File: config.mk
export PLATFORM = sky130hd
export DESIGN_NAME = ipv4_rcv
export DESIGN_NICKNAME = d
export VERILOG_FILES = /design/src/rtl/ip_pkg.sv /design/src/rtl/ip_csum_acc.sv /design/src/rtl/ipv4_rcv.sv
export SDC_FILE = /design/constraint.sdc
export NUM_CORES = 1
export LEC_CHECK = 0
export CELL_PAD_IN_SITES_DETAIL_PLACEMENT = 1
export CELL_PAD_IN_SITES_GLOBAL_PLACEMENT = 1
export CORE_ASPECT_RATIO = 2
export CORE_UTILIZATION = 43
export DETAILED_ROUTE_END_ITERATION = 8
export HOLD_SLACK_MARGIN = 0.12
export PLACE_DENSITY = 0.86
export SYNTH_ARGS = -nofsm -noshare
export SYNTH_HDL_FRONTEND = slang
export SYNTH_SLANG_ARGS = --single-unit
export TNS_END_PERCENT = 50
File: constraint.sdc
create_clock -name clk -period 7.3 [get_ports clk]
set_input_delay 2.19 -clock clk [delete_from_list [all_inputs] [get_ports clk]]
set_output_delay 2.19 -clock clk [all_outputs]
set_load 0.05 [all_outputs]
File: src/rtl/ip_pkg.sv
// Shared constants for the IPv4 receive path: protocol numbers, drop codes,
// FSM state encodings and the ones-complement adder used by the header checksum.
package ip_pkg;

   localparam logic [7:0] IPV4_PROTO_UDP = 8'd17;

   localparam logic [2:0] DROP_NONE  = 3'd0;
   localparam logic [2:0] DROP_VER   = 3'd1;
   localparam logic [2:0] DROP_PROTO = 3'd2;
   localparam logic [2:0] DROP_ADDR  = 3'd3;
   localparam logic [2:0] DROP_FRAG  = 3'd4;
   localparam logic [2:0] DROP_LEN   = 3'd5;
   localparam logic [2:0] DROP_CSUM  = 3'd6;
   localparam logic [2:0] DROP_TRUNC = 3'd7;

   localparam logic [1:0] ST_HDR     = 2'd0;
   localparam logic [1:0] ST_OPT     = 2'd1;
   localparam logic [1:0] ST_PAYLOAD = 2'd2;
   localparam logic [1:0] ST_DROP    = 2'd3;

   // 16-bit add with end-around carry; a single fold cannot overflow again.
   function automatic logic [15:0] ones_add16(input logic [15:0] a, input logic [15:0] b);
      logic [16:0] s;
      s = {1'b0, a} + {1'b0, b};
      return s[15:0] + {15'd0, s[16]};
   endfunction

endpackage

File: src/rtl/ip_csum_acc.sv
// Ones-complement accumulator over a byte stream: even bytes are held as the
// high half of a big-endian word, odd bytes complete the word and add it in.
module ip_csum_acc
   import ip_pkg::*;
(
   input  logic        clk,
   input  logic        reset,
   input  logic        clear,
   input  logic        en,
   input  logic        odd,
   input  logic [7:0]  byte_in,
   output logic [15:0] sum_out
);

   logic [15:0] sum_q;
   logic [7:0]  hi_q;
   logic [15:0] sum_nxt;

   assign sum_nxt = ones_add16(sum_q, {hi_q, byte_in});
   // Includes the word completed this cycle so the decision byte sees the full sum.
   assign sum_out = (en && odd) ? sum_nxt : sum_q;

   always_ff @(posedge clk) begin
      if (reset || clear) begin
         sum_q <= 16'h0000;
         hi_q  <= 8'h00;
      end else if (en) begin
         if (odd) sum_q <= sum_nxt;
         else     hi_q  <= byte_in;
      end
   end

endmodule

File: src/rtl/ipv4_rcv.sv
// IPv4 receive stage: parses and validates the header, then forwards only the
// IP payload to udp_rcv, discarding Ethernet pad and rejected packets.
module ipv4_rcv
   import ip_pkg::*;
#(
   parameter logic [31:0] LOCAL_IP     = 32'hC0A8_0A02,
   parameter bit          ACCEPT_BCAST = 1'b1,
   parameter bit          CHECK_CSUM   = 1'b1
) (
   input  logic        clk,
   input  logic        reset,
   input  logic [7:0]  ip_axis_tdata_in,
   input  logic        ip_axis_tvalid_in,
   input  logic        ip_axis_tlast_in,
   output logic        ip_axis_tready_out,
   output logic [7:0]  udp_axis_tdata_out,
   output logic        udp_axis_tvalid_out,
   output logic        udp_axis_tlast_out,
   input  logic        udp_axis_tready_in,
   output logic [31:0] src_ip_out,
   output logic [15:0] payload_len_out,
   output logic        pkt_ok_out,
   output logic        drop_out,
   output logic [2:0]  drop_code_out,
   output logic [15:0] drop_cnt_out
);

   logic [1:0]  state_q, state_d;
   logic [5:0]  hdr_cnt_q, hdr_cnt_d;
   logic [7:0]  ver_ihl_q, ver_ihl_d;
   logic [15:0] tot_len_q, tot_len_d;
   logic        mf_q, mf_d;
   logic [12:0] frag_off_q, frag_off_d;
   logic [7:0]  proto_q, proto_d;
   logic [31:0] src_hdr_q, src_hdr_d;
   logic [31:0] dst_q, dst_d;
   logic [15:0] rem_q, rem_d;
   logic [31:0] src_ip_q, src_ip_d;
   logic [15:0] payload_len_q, payload_len_d;
   logic        pkt_ok_q, pkt_ok_d;
   logic        drop_q, drop_d;
   logic [2:0]  drop_code_q, drop_code_d;
   logic [15:0] drop_cnt_q, drop_cnt_d;

   logic        in_payload, hdr_st, acc, addr_ok, csum_clear;
   logic [5:0]  hdr_bytes, last_idx;
   logic [31:0] dst_cur;
   logic [2:0]  fail_code;
   logic [15:0] csum_sum;

   assign in_payload = (state_q == ST_PAYLOAD) && !reset;
   assign hdr_st     = (state_q == ST_HDR) || (state_q == ST_OPT);

   assign ip_axis_tready_out  = !reset && ((state_q == ST_PAYLOAD) ? udp_axis_tready_in : 1'b1);
   assign udp_axis_tvalid_out = in_payload && ip_axis_tvalid_in;
   assign udp_axis_tdata_out  = in_payload ? ip_axis_tdata_in : 8'h00;
   assign udp_axis_tlast_out  = in_payload && ((rem_q == 16'd1) || ip_axis_tlast_in);

   assign acc = ip_axis_tvalid_in && ip_axis_tready_out;

   assign hdr_bytes = {ver_ihl_q[3:0], 2'b00};
   // A bad IHL still waits for b19 so every decision lands at the same point.
   assign last_idx  = (ver_ihl_q[3:0] < 4'd5) ? 6'd19 : hdr_bytes - 6'd1;
   assign dst_cur   = (hdr_cnt_q == 6'd19) ? {dst_q[23:0], ip_axis_tdata_in} : dst_q;
   assign addr_ok   = (dst_cur == LOCAL_IP) || (ACCEPT_BCAST && (dst_cur == 32'hFFFF_FFFF));

   ip_csum_acc u_csum (
      .clk     (clk),
      .reset   (reset),
      .clear   (csum_clear),
      .en      (hdr_st && acc),
      .odd     (hdr_cnt_q[0]),
      .byte_in (ip_axis_tdata_in),
      .sum_out (csum_sum)
   );

   always_comb begin
      fail_code = DROP_NONE;
      if ((ver_ihl_q[7:4] != 4'd4) || (ver_ihl_q[3:0] < 4'd5))    fail_code = DROP_VER;
      else if (proto_q != IPV4_PROTO_UDP)                         fail_code = DROP_PROTO;
      else if (!addr_ok)                                          fail_code = DROP_ADDR;
      else if (mf_q || (frag_off_q != 13'd0))                     fail_code = DROP_FRAG;
      else if (tot_len_q < ({10'd0, hdr_bytes} + 16'd8))          fail_code = DROP_LEN;
      else if (CHECK_CSUM && (csum_sum != 16'hFFFF))              fail_code = DROP_CSUM;
   end

   always_comb begin
      state_d       = state_q;
      hdr_cnt_d     = hdr_cnt_q;
      ver_ihl_d     = ver_ihl_q;
      tot_len_d     = tot_len_q;
      mf_d          = mf_q;
      frag_off_d    = frag_off_q;
      proto_d       = proto_q;
      src_hdr_d     = src_hdr_q;
      dst_d         = dst_q;
      rem_d         = rem_q;
      src_ip_d      = src_ip_q;
      payload_len_d = payload_len_q;
      pkt_ok_d      = 1'b0;
      drop_d        = 1'b0;
      drop_code_d   = 3'd0;
      csum_clear    = !hdr_st;

      case (state_q)
         ST_HDR, ST_OPT: begin
            if (acc) begin
               hdr_cnt_d = hdr_cnt_q + 6'd1;
               case (hdr_cnt_q)
                  6'd0:                      ver_ihl_d = ip_axis_tdata_in;
                  6'd2, 6'd3:                tot_len_d = {tot_len_q[7:0], ip_axis_tdata_in};
                  6'd6: begin
                     mf_d              = ip_axis_tdata_in[5];
                     frag_off_d[12:8]  = ip_axis_tdata_in[4:0];
                  end
                  6'd7:                      frag_off_d[7:0] = ip_axis_tdata_in;
                  6'd9:                      proto_d = ip_axis_tdata_in;
                  6'd12, 6'd13, 6'd14, 6'd15: src_hdr_d = {src_hdr_q[23:0], ip_axis_tdata_in};
                  6'd16, 6'd17, 6'd18, 6'd19: dst_d = {dst_q[23:0], ip_axis_tdata_in};
                  default: ;
               endcase

               if (hdr_cnt_q == last_idx) begin
                  hdr_cnt_d  = 6'd0;
                  csum_clear = 1'b1;
                  if (fail_code != DROP_NONE) begin
                     drop_d      = 1'b1;
                     drop_code_d = fail_code;
                     state_d     = ip_axis_tlast_in ? ST_HDR : ST_DROP;
                  end else if (ip_axis_tlast_in) begin
                     // Good header but the frame ends before any payload.
                     drop_d      = 1'b1;
                     drop_code_d = DROP_TRUNC;
                     state_d     = ST_HDR;
                  end else begin
                     pkt_ok_d      = 1'b1;
                     src_ip_d      = src_hdr_q;
                     payload_len_d = tot_len_q - {10'd0, hdr_bytes};
                     rem_d         = tot_len_q - {10'd0, hdr_bytes};
                     state_d       = ST_PAYLOAD;
                  end
               end else if (ip_axis_tlast_in) begin
                  hdr_cnt_d   = 6'd0;
                  csum_clear  = 1'b1;
                  drop_d      = 1'b1;
                  drop_code_d = DROP_LEN;
                  state_d     = ST_HDR;
               end else if (hdr_cnt_q == 6'd19) begin
                  state_d = ST_OPT;
               end
            end
         end
         ST_PAYLOAD: begin
            if (acc) begin
               rem_d = rem_q - 16'd1;
               if (rem_q == 16'd1) begin
                  state_d = ip_axis_tlast_in ? ST_HDR : ST_DROP;
               end else if (ip_axis_tlast_in) begin
                  drop_d      = 1'b1;
                  drop_code_d = DROP_TRUNC;
                  state_d     = ST_HDR;
               end
            end
         end
         ST_DROP: begin
            if (ip_axis_tvalid_in && ip_axis_tlast_in) state_d = ST_HDR;
         end
         default: state_d = ST_HDR;
      endcase

      drop_cnt_d = (drop_d && (drop_cnt_q != 16'hFFFF)) ? drop_cnt_q + 16'd1 : drop_cnt_q;
   end

   always_ff @(posedge clk) begin
      if (reset) begin
         state_q       <= ST_HDR;
         hdr_cnt_q     <= 6'd0;
         ver_ihl_q     <= 8'h00;
         tot_len_q     <= 16'h0000;
         mf_q          <= 1'b0;
         frag_off_q    <= 13'd0;
         proto_q       <= 8'h00;
         src_hdr_q     <= 32'h0;
         dst_q         <= 32'h0;
         rem_q         <= 16'h0000;
         src_ip_q      <= 32'h0;
         payload_len_q <= 16'h0000;
         pkt_ok_q      <= 1'b0;
         drop_q        <= 1'b0;
         drop_code_q   <= 3'd0;
         drop_cnt_q    <= 16'h0000;
      end else begin
         state_q       <= state_d;
         hdr_cnt_q     <= hdr_cnt_d;
         ver_ihl_q     <= ver_ihl_d;
         tot_len_q     <= tot_len_d;
         mf_q          <= mf_d;
         frag_off_q    <= frag_off_d;
         proto_q       <= proto_d;
         src_hdr_q     <= src_hdr_d;
         dst_q         <= dst_d;
         rem_q         <= rem_d;
         src_ip_q      <= src_ip_d;
         payload_len_q <= payload_len_d;
         pkt_ok_q      <= pkt_ok_d;
         drop_q        <= drop_d;
         drop_code_q   <= drop_code_d;
         drop_cnt_q    <= drop_cnt_d;
      end
   end

   assign src_ip_out      = src_ip_q;
   assign payload_len_out = payload_len_q;
   assign pkt_ok_out      = pkt_ok_q;
   assign drop_out        = drop_q;
   assign drop_code_out   = drop_code_q;
   assign drop_cnt_out    = drop_cnt_q;

endmodule

==> results of run 1 <==
## final timing paths
kind,startpoint,end,depth (start not counted)
hold / removal,dst_q[30],dst_q[30],2
hold reg to reg,dst_q[30],dst_q[30],2
setup / recovery,ip_axis_tdata_in[0],src_ip_out[9],24
setup reg to reg,u_csum.hi_q[2],src_ip_out[9],22
## report_power, final
| part | switching (mW) | internal, mW |
|---|---|---|
| sequential | 0.00625 | 1.24 |
| clock | 0.479 | 0.602 |
| combinational | 0.129 | 0.0640 |
| total | 0.614 | 1.91 |
## metal layers
layer	vias to the layer above	track usage, %
met5	-	0
met4	0	21.0
met3	140	3.38
met2	237	54.8
met1	5359	24.2
li1	5216	-
## final cells by class
| cell class | count | share of cell area (%) |
|---|---|---|
| Inverter | 33 | 0.904 |
| Clock buffer | 29 | 4.34 |
| Tap cell | 344 | 3.14 |
| Clock inverter | 5 | 0.448 |
| Multi-Input combinational cell | 1090 | 47.0 |
| Sequential cell | 227 | 33.2 |
| Timing Repair Buffer | 162 | 11.0 |
## registers in the layout, summed over array words and instances, names as in the netlist, 6 cells and up
signal	count
dst_q	32
src_hdr_q	32
src_ip_out	32
drop_cnt_out	16
payload_len_out	16
rem_q	16
tot_len_q	16
u_csum.sum_q	16
frag_off_q	13
proto_q	8
u_csum.hi_q	8
ver_ihl_q	8
hdr_cnt_q	6
## Yosys cell counts (all sizes together), types with 8 or more instances
master,instances
nand4,19
and3,24
clkbuf,80
o211ai,11
a211oi,10
buf,8
and2,10
o32ai,8
inv,33
xnor2,21
nor2,173
a21oi,142
nor3,36
ha,36
a31oi,8
xor2,13
nand2,249
nor2b,12
nand2b,12
o21ai,35
nor4,24
o31ai,8
or3,11
nand3,38
dfxtp,227
mux2i,80
## per-stage QoR
stage	worst slack, ns	hold WS (ns)	area (um^2)	utilization [%]
finish	0.312	0.461	13700	52.1
global route	0.0463	0.486	13700	52.1
CTS	0.226	0.462	13700	52.1
detailed placement	-0.224	0.452	13000	49.6
global placement	-0.0611	0.442	13000	49.6
floorplan	0.483	0.432	11500	-
## worst min-delay path, delay by kind of cell (launching register included)
kind | cells | cell delay (ns)
and+or+nand+nor | 1 | 0.05
AOI/OAI and AO/OA | 1 | 0.05
DFF | 1 | 0.31
## kinds of logic (layout without fill, tap and decap cells)
logic type	after synthesis	count (layout)
flip-flops	227	227
buffers and inverters	121	229
adder cells (fa/ha/maj)	39	39
multiplexers	86	86
AO/OA/AOI/OAI	280	280
XOR/XNOR	35	35
AND/OR/NAND/NOR	650	650
## repair_timing
| item | CTS | global route |
|---|---|---|
| setup endpoints to repair | 0 | 13 |
| setup buffers | 0 | 0 |
| gates resized for setup | 0 | 2 |
==> impl_metrics.toml, run 1 <==
[finish]
drive_gt1_share_pct = 7.89
final_common_cell = "nand2_1"
n_antenna_cell = 0
areaGrowthSynthToFinish_pct = 19.3
multiInputGateArea_um2 = 6430
seqCellArea_um2 = 4540
final_net_count = 1586
final_cells = 1890
fillers = 3213
final_cell_mix = "nand2_1, dfxtp_1, nor2_1"

[clocking]
path_clk_slew_ns = 0.07
cts_sinks = 227
clock_path_buffers = 3
clk-insertion-delay-late_ns = 0.52
cts_tree = "done"
cts_inserted_buffers = 20
cts_root_buffer = "clkbuf_16"
hold_buffers = 0
htreeDepth = 1

[synth]
synth_xor_area_share_pct = 2.79
synth_cells = 1438
ys_seq_area_share_pct = 39.6
synth_top_cell_by_area = "dfxtp_1"
synth-simple-area-share_pct = 26.2
synth_edf_count = 0
synth_compound_area_share_pct = 14.9
synth_top_family_by_area = "simple AND/OR/NAND/NOR gates"
synth-main-ff-cell = "dfxtp_1"
ys_ff_latch = 227
synth_cell_type_count = 73
synth_area_leaders = "dfxtp_1, nand2_1, mux2i_1, a21oi_1, nor2_1"
synth-adder-area-share_pct = 4.45
synth.area.mux_share_pct = 7.57
yosys_warnings = 0
syn_area_um2 = 11500
synth_top_area_share_pct = 39.6
syn_nets = 1490
ys_async_sr_fraction_pct = 0
syn_avg_cell_area_um2 = 7.98

[hold_path]
hold_class = "reg -> reg"

[flow_run]
maxCapViolCount = 0

[route]
dr.first_iter.drc_count = 547
ant_nets = 0
wl_mm = 37.4
maxUsedRoutingLayer = "met4"
wl_met3_mm = 1.02
via_per_inst = 5.79
wl_met1_mm = 12.8
vias = 10952
wl_per_cell_um = 19.8
drtPass1Iterations = 4
route.detailed.drc = 0
met2_length_mm = 20.8

[floorplanning]
io_pins = 93
die_w_um = 118
die_y_um = 233
die_area_um2 = 27400
coreArea_um2 = 26300
initial_core_util_pct = 43.7
row_count = 84

[sta]
max_freq_ghz = 0.143
tns_ns = 0
finClkSkew_ns = 0.0172
slew_violations = 0
report.final.hold_viol_count = 0
setup_viol = 0
rsz0062_at_grt = "no"
finalCritPeriodShare_pct = 95.7
tightest_slew_ns = 1.17
min_period_ns = 6.99
slew_headroom_pct = 22.1

[worst_setup_path]
cp_cell_sequence = "clkdlybuf4s50_1 > ha_1 > fa_1 > a211oi_2 > o21ai_1 > nand2_1 > a31oi_1 > o21a_1 > o21ai_0 > nand2b_1 > ha_1 > ha_1 > nand2_1 > nor3_1 > xnor2_1 > a2111o_1 > or4b_1 > a21oi_1 > and2_2 > and4b_2 > buf_12 > buf_4 > mux2i_1 > nor2_1"
critical-path-max-stage-delay_ns = 0.57
rrSetupSlack_ns = 1.93
worstSetupPathType = "in -> reg"
end_kind = "register"
cp_max_fo = 15
critPathLaunchType = "primary input"
required_ns = 7.67
cp_top_family = "compound AO/OA/AOI/OAI gates"
crit_top_cell = "ha_1"
crit_buf_inv = 3
cp_slowest_cell = "or4b_1"
worstPathArrival_ns = 7.36

[pwr]
p_total_mw = 2.52
pwr_density_cell_nw_per_um2 = 184
ir_drop_mv = 0.118
p_leak_nw = 5.05

[outcome]
status = "finished clean"

[grt]
overflow = 0
grt_max_degree = 95
antenna_found_initial = 0
grt_usage_pct = 27.3
grt_pass1_wl_mm = 59.7
grt_pass1_vias = 11796

[placed_design]
hpwl_mm = 27.4
placed_cells = 1856
port_buffers = 92
routabilityCongestion = 0.990
Note: power is estimated with default switching activity, not from simulation.
==> run 2, diff against run 1 <==
--- a/config.mk
+++ b/config.mk
@@ -5,6 +5,7 @@
 export SDC_FILE = /design/constraint.sdc
 export NUM_CORES = 1
 export LEC_CHECK = 0
+export CAP_MARGIN = 30
 export CELL_PAD_IN_SITES_DETAIL_PLACEMENT = 1
 export CELL_PAD_IN_SITES_GLOBAL_PLACEMENT = 1
 export CORE_ASPECT_RATIO = 2
==> run 2 against run 1 <==
  * Final cell count grew 0.21%
  * Combinational power is essentially flat
  * Power grew 1.8%
  * Critical path type unchanged
  * Routed wire length grew 1.5%
  * Largest power group unchanged
  * Critical path depth grew 1
  * Core utilization grew 0.36 points
  * Hold slack is essentially flat
  * Flip-flop and latch count is the same
  * First-iteration DRC count grew 7.5%
==> impl_metrics.toml, run 2 (synthesis gave the netlist of run 1 again) <==
[outcome]
status = "finished clean"

[pwr]
pwr_density_cell_nw_per_um2 = 186
p_int_mw = 1.95
p_total_mw = 2.57
switching_power_mw = 0.622
seq_power_share_pct = 48.6
pwr-share-clk_pct = 43.9
p_leak_nw = 5.09
ir_drop_mv = 0.134
p_comb_share_pct = 7.5
swShare_pct = 24.2

[sta]
finClkSkew_ns = 0.0112
min_period_ns = 7.04
report.final.hold_viol_count = 0
tightest_slew_ns = 0.961
setup_viol = 0
rsz0062_at_grt = "no"
slew_headroom_pct = 36.0
max_freq_ghz = 0.142
slew_violations = 0
finalCritPeriodShare_pct = 96.4

[floorplanning]
coreArea_um2 = 26300
die_area_um2 = 27400
die_w_um = 118
die_y_um = 233
initial_core_util_pct = 43.7
io_pins = 93
row_count = 84

[clocking]
hold_buffers = 0
ctsResizeCount = 0
htreeDepth = 1
cts_root_buffer = "clkbuf_16"
post_cts_buffers = 0
path_clk_slew_ns = 0.07
cts_tree = "done"
cts_inserted_buffers = 20
cts_sinks = 227
clk-insertion-delay-late_ns = 0.53
clock_path_buffers = 3

[finish]
n_antenna_cell = 0
areaGrowthSynthToFinish_pct = 20.2
drive_gt1_share_pct = 8.00
final_net_count = 1589
multiInputGateArea_um2 = 6430
final_cell_mix = "nand2_1, dfxtp_1, nor2_1"
final_core_util_pct = 52.5
fillers = 3192
final_common_cell = "nand2_1"
seqCellArea_um2 = 4540

[worst_setup_path]
required_ns = 7.66
reg2reg_to = "src_ip_out[21]"
worstPathArrival_ns = 7.40
timing.rr.start = "u_csum.sum_q[10]"
rrSetupSlack_ns = 1.87
r2r_cells = 23
cp_max_fo = 15
end_kind = "register"
worstSetupPathType = "in -> reg"
critPathLaunchType = "primary input"

[route]
maxUsedRoutingLayer = "met4"
met2_length_mm = 21.2
wl_met3_um = 935
route.detailed.drc = 0
via_per_inst = 5.78
wl_met1_mm = 13.0
wl_per_cell_um = 20.1
vias = 10939
dr.first_iter.drc_count = 588
wl_mm = 38.0
drtPass1Iterations = 4
ant_nets = 0

[placed_design]
port_buffers = 92
routabilityCongestion = 0.990
hpwl_mm = 27.6

[grt]
antenna_found_initial = 0
grt_pass1_vias = 11854
grt_max_degree = 95
grt_pass1_wl_mm = 60.1
grt_usage_pct = 27.5
overflow = 0

[flow_run]
maxCapViolCount = 0

[hold_path]
hold_path_end = "dst_q[30]"
hp-start = "dst_q[30]"
hold_class = "reg -> reg"
worstHoldPathCells = 2
[run 2: how the worst max path moves through the flow]
stage	cells after the start	start	slack, ns	end
final	25	ip_axis_tdata_in[7]	0.26	src_ip_out[21]
after CTS	24	ip_axis_tdata_in[0]	0.26	src_ip_out[21]
after floorplan	24	ip_axis_tdata_in[0]	0.48	src_ip_out[13]
after global placement	24	ip_axis_tdata_in[0]	-0.06	payload_len_out[5]
after global routing	25	ip_axis_tdata_in[7]	0.02	src_ip_out[21]
after detailed placement	24	ip_axis_tdata_in[0]	-0.23	src_ip_out[22]
[run 2: per-layer routing]
layer  global-route usage, %  vias up
met4                    21.6        0
met3                    2.77      139
met5                       0        -
met1                    25.0     5326
met2                    54.8      255
li1                        -     5219
[run 2: power groups by stage]
stage | logic, mW | registers (mW) | clock network, mW
3_3_place_gp | 0.183 | 1.28 | 0
5_1_grt | 0.206 | 1.25 | 1.19
2_1_floorplan | 0.115 | 1.28 | 0
6_report | 0.193 | 1.25 | 1.13
3_5_place_dp | 0.190 | 1.28 | 0
4_1_cts | 0.192 | 1.25 | 1.14
[run 2: worst max-delay path, cell delays in order]
cell and delay, ns:
clkdlybuf4s50_1 0.43, ha_1 0.31, buf_4 0.13, nand2_1 0.09
nor3_1 0.44, nand2_1 0.14, a31oi_1 0.19, o21a_1 0.12
o21ai_0 0.07, nand2b_1 0.10, ha_1 0.19, ha_1 0.22
nand3_1 0.13, nor2_1 0.38, buf_4 0.20, nand4_1 0.12
a31o_2 0.28, nor4_1 0.42, buf_4 0.19, and2_2 0.14
and4b_2 0.26, buf_12 0.18, buf_12 0.15, mux2i_1 0.22
nor2_1 0.08
[run 2: area by class of cell]
| cell class | instances | share of cell area, % |
|---|---|---|
| multi-input cells | 1090 | 46.6 |
| clock inverters | 4 | 0.590 |
| clock buffers | 31 | 4.36 |
| repair buffers | 165 | 11.5 |
| flip-flops and latches | 227 | 32.9 |
| well taps | 344 | 3.12 |
| inverters | 33 | 0.898 |
[run 2: metrics by stage]
step           setup slack, ns  TNS [ns]  instances  hold slack [ns]  area, um^2
2_1_floorplan            0.483         0       1438            0.432       11500
3_3_place_gp           -0.0611     -1.13       1856            0.442       13000
3_5_place_dp            -0.226     -9.45       1859            0.453       13100
4_1_cts                  0.262         0       1894            0.463       13800
5_1_grt                 0.0163         0       1894            0.490       13800
6_report                 0.260         0       1894            0.462       13800
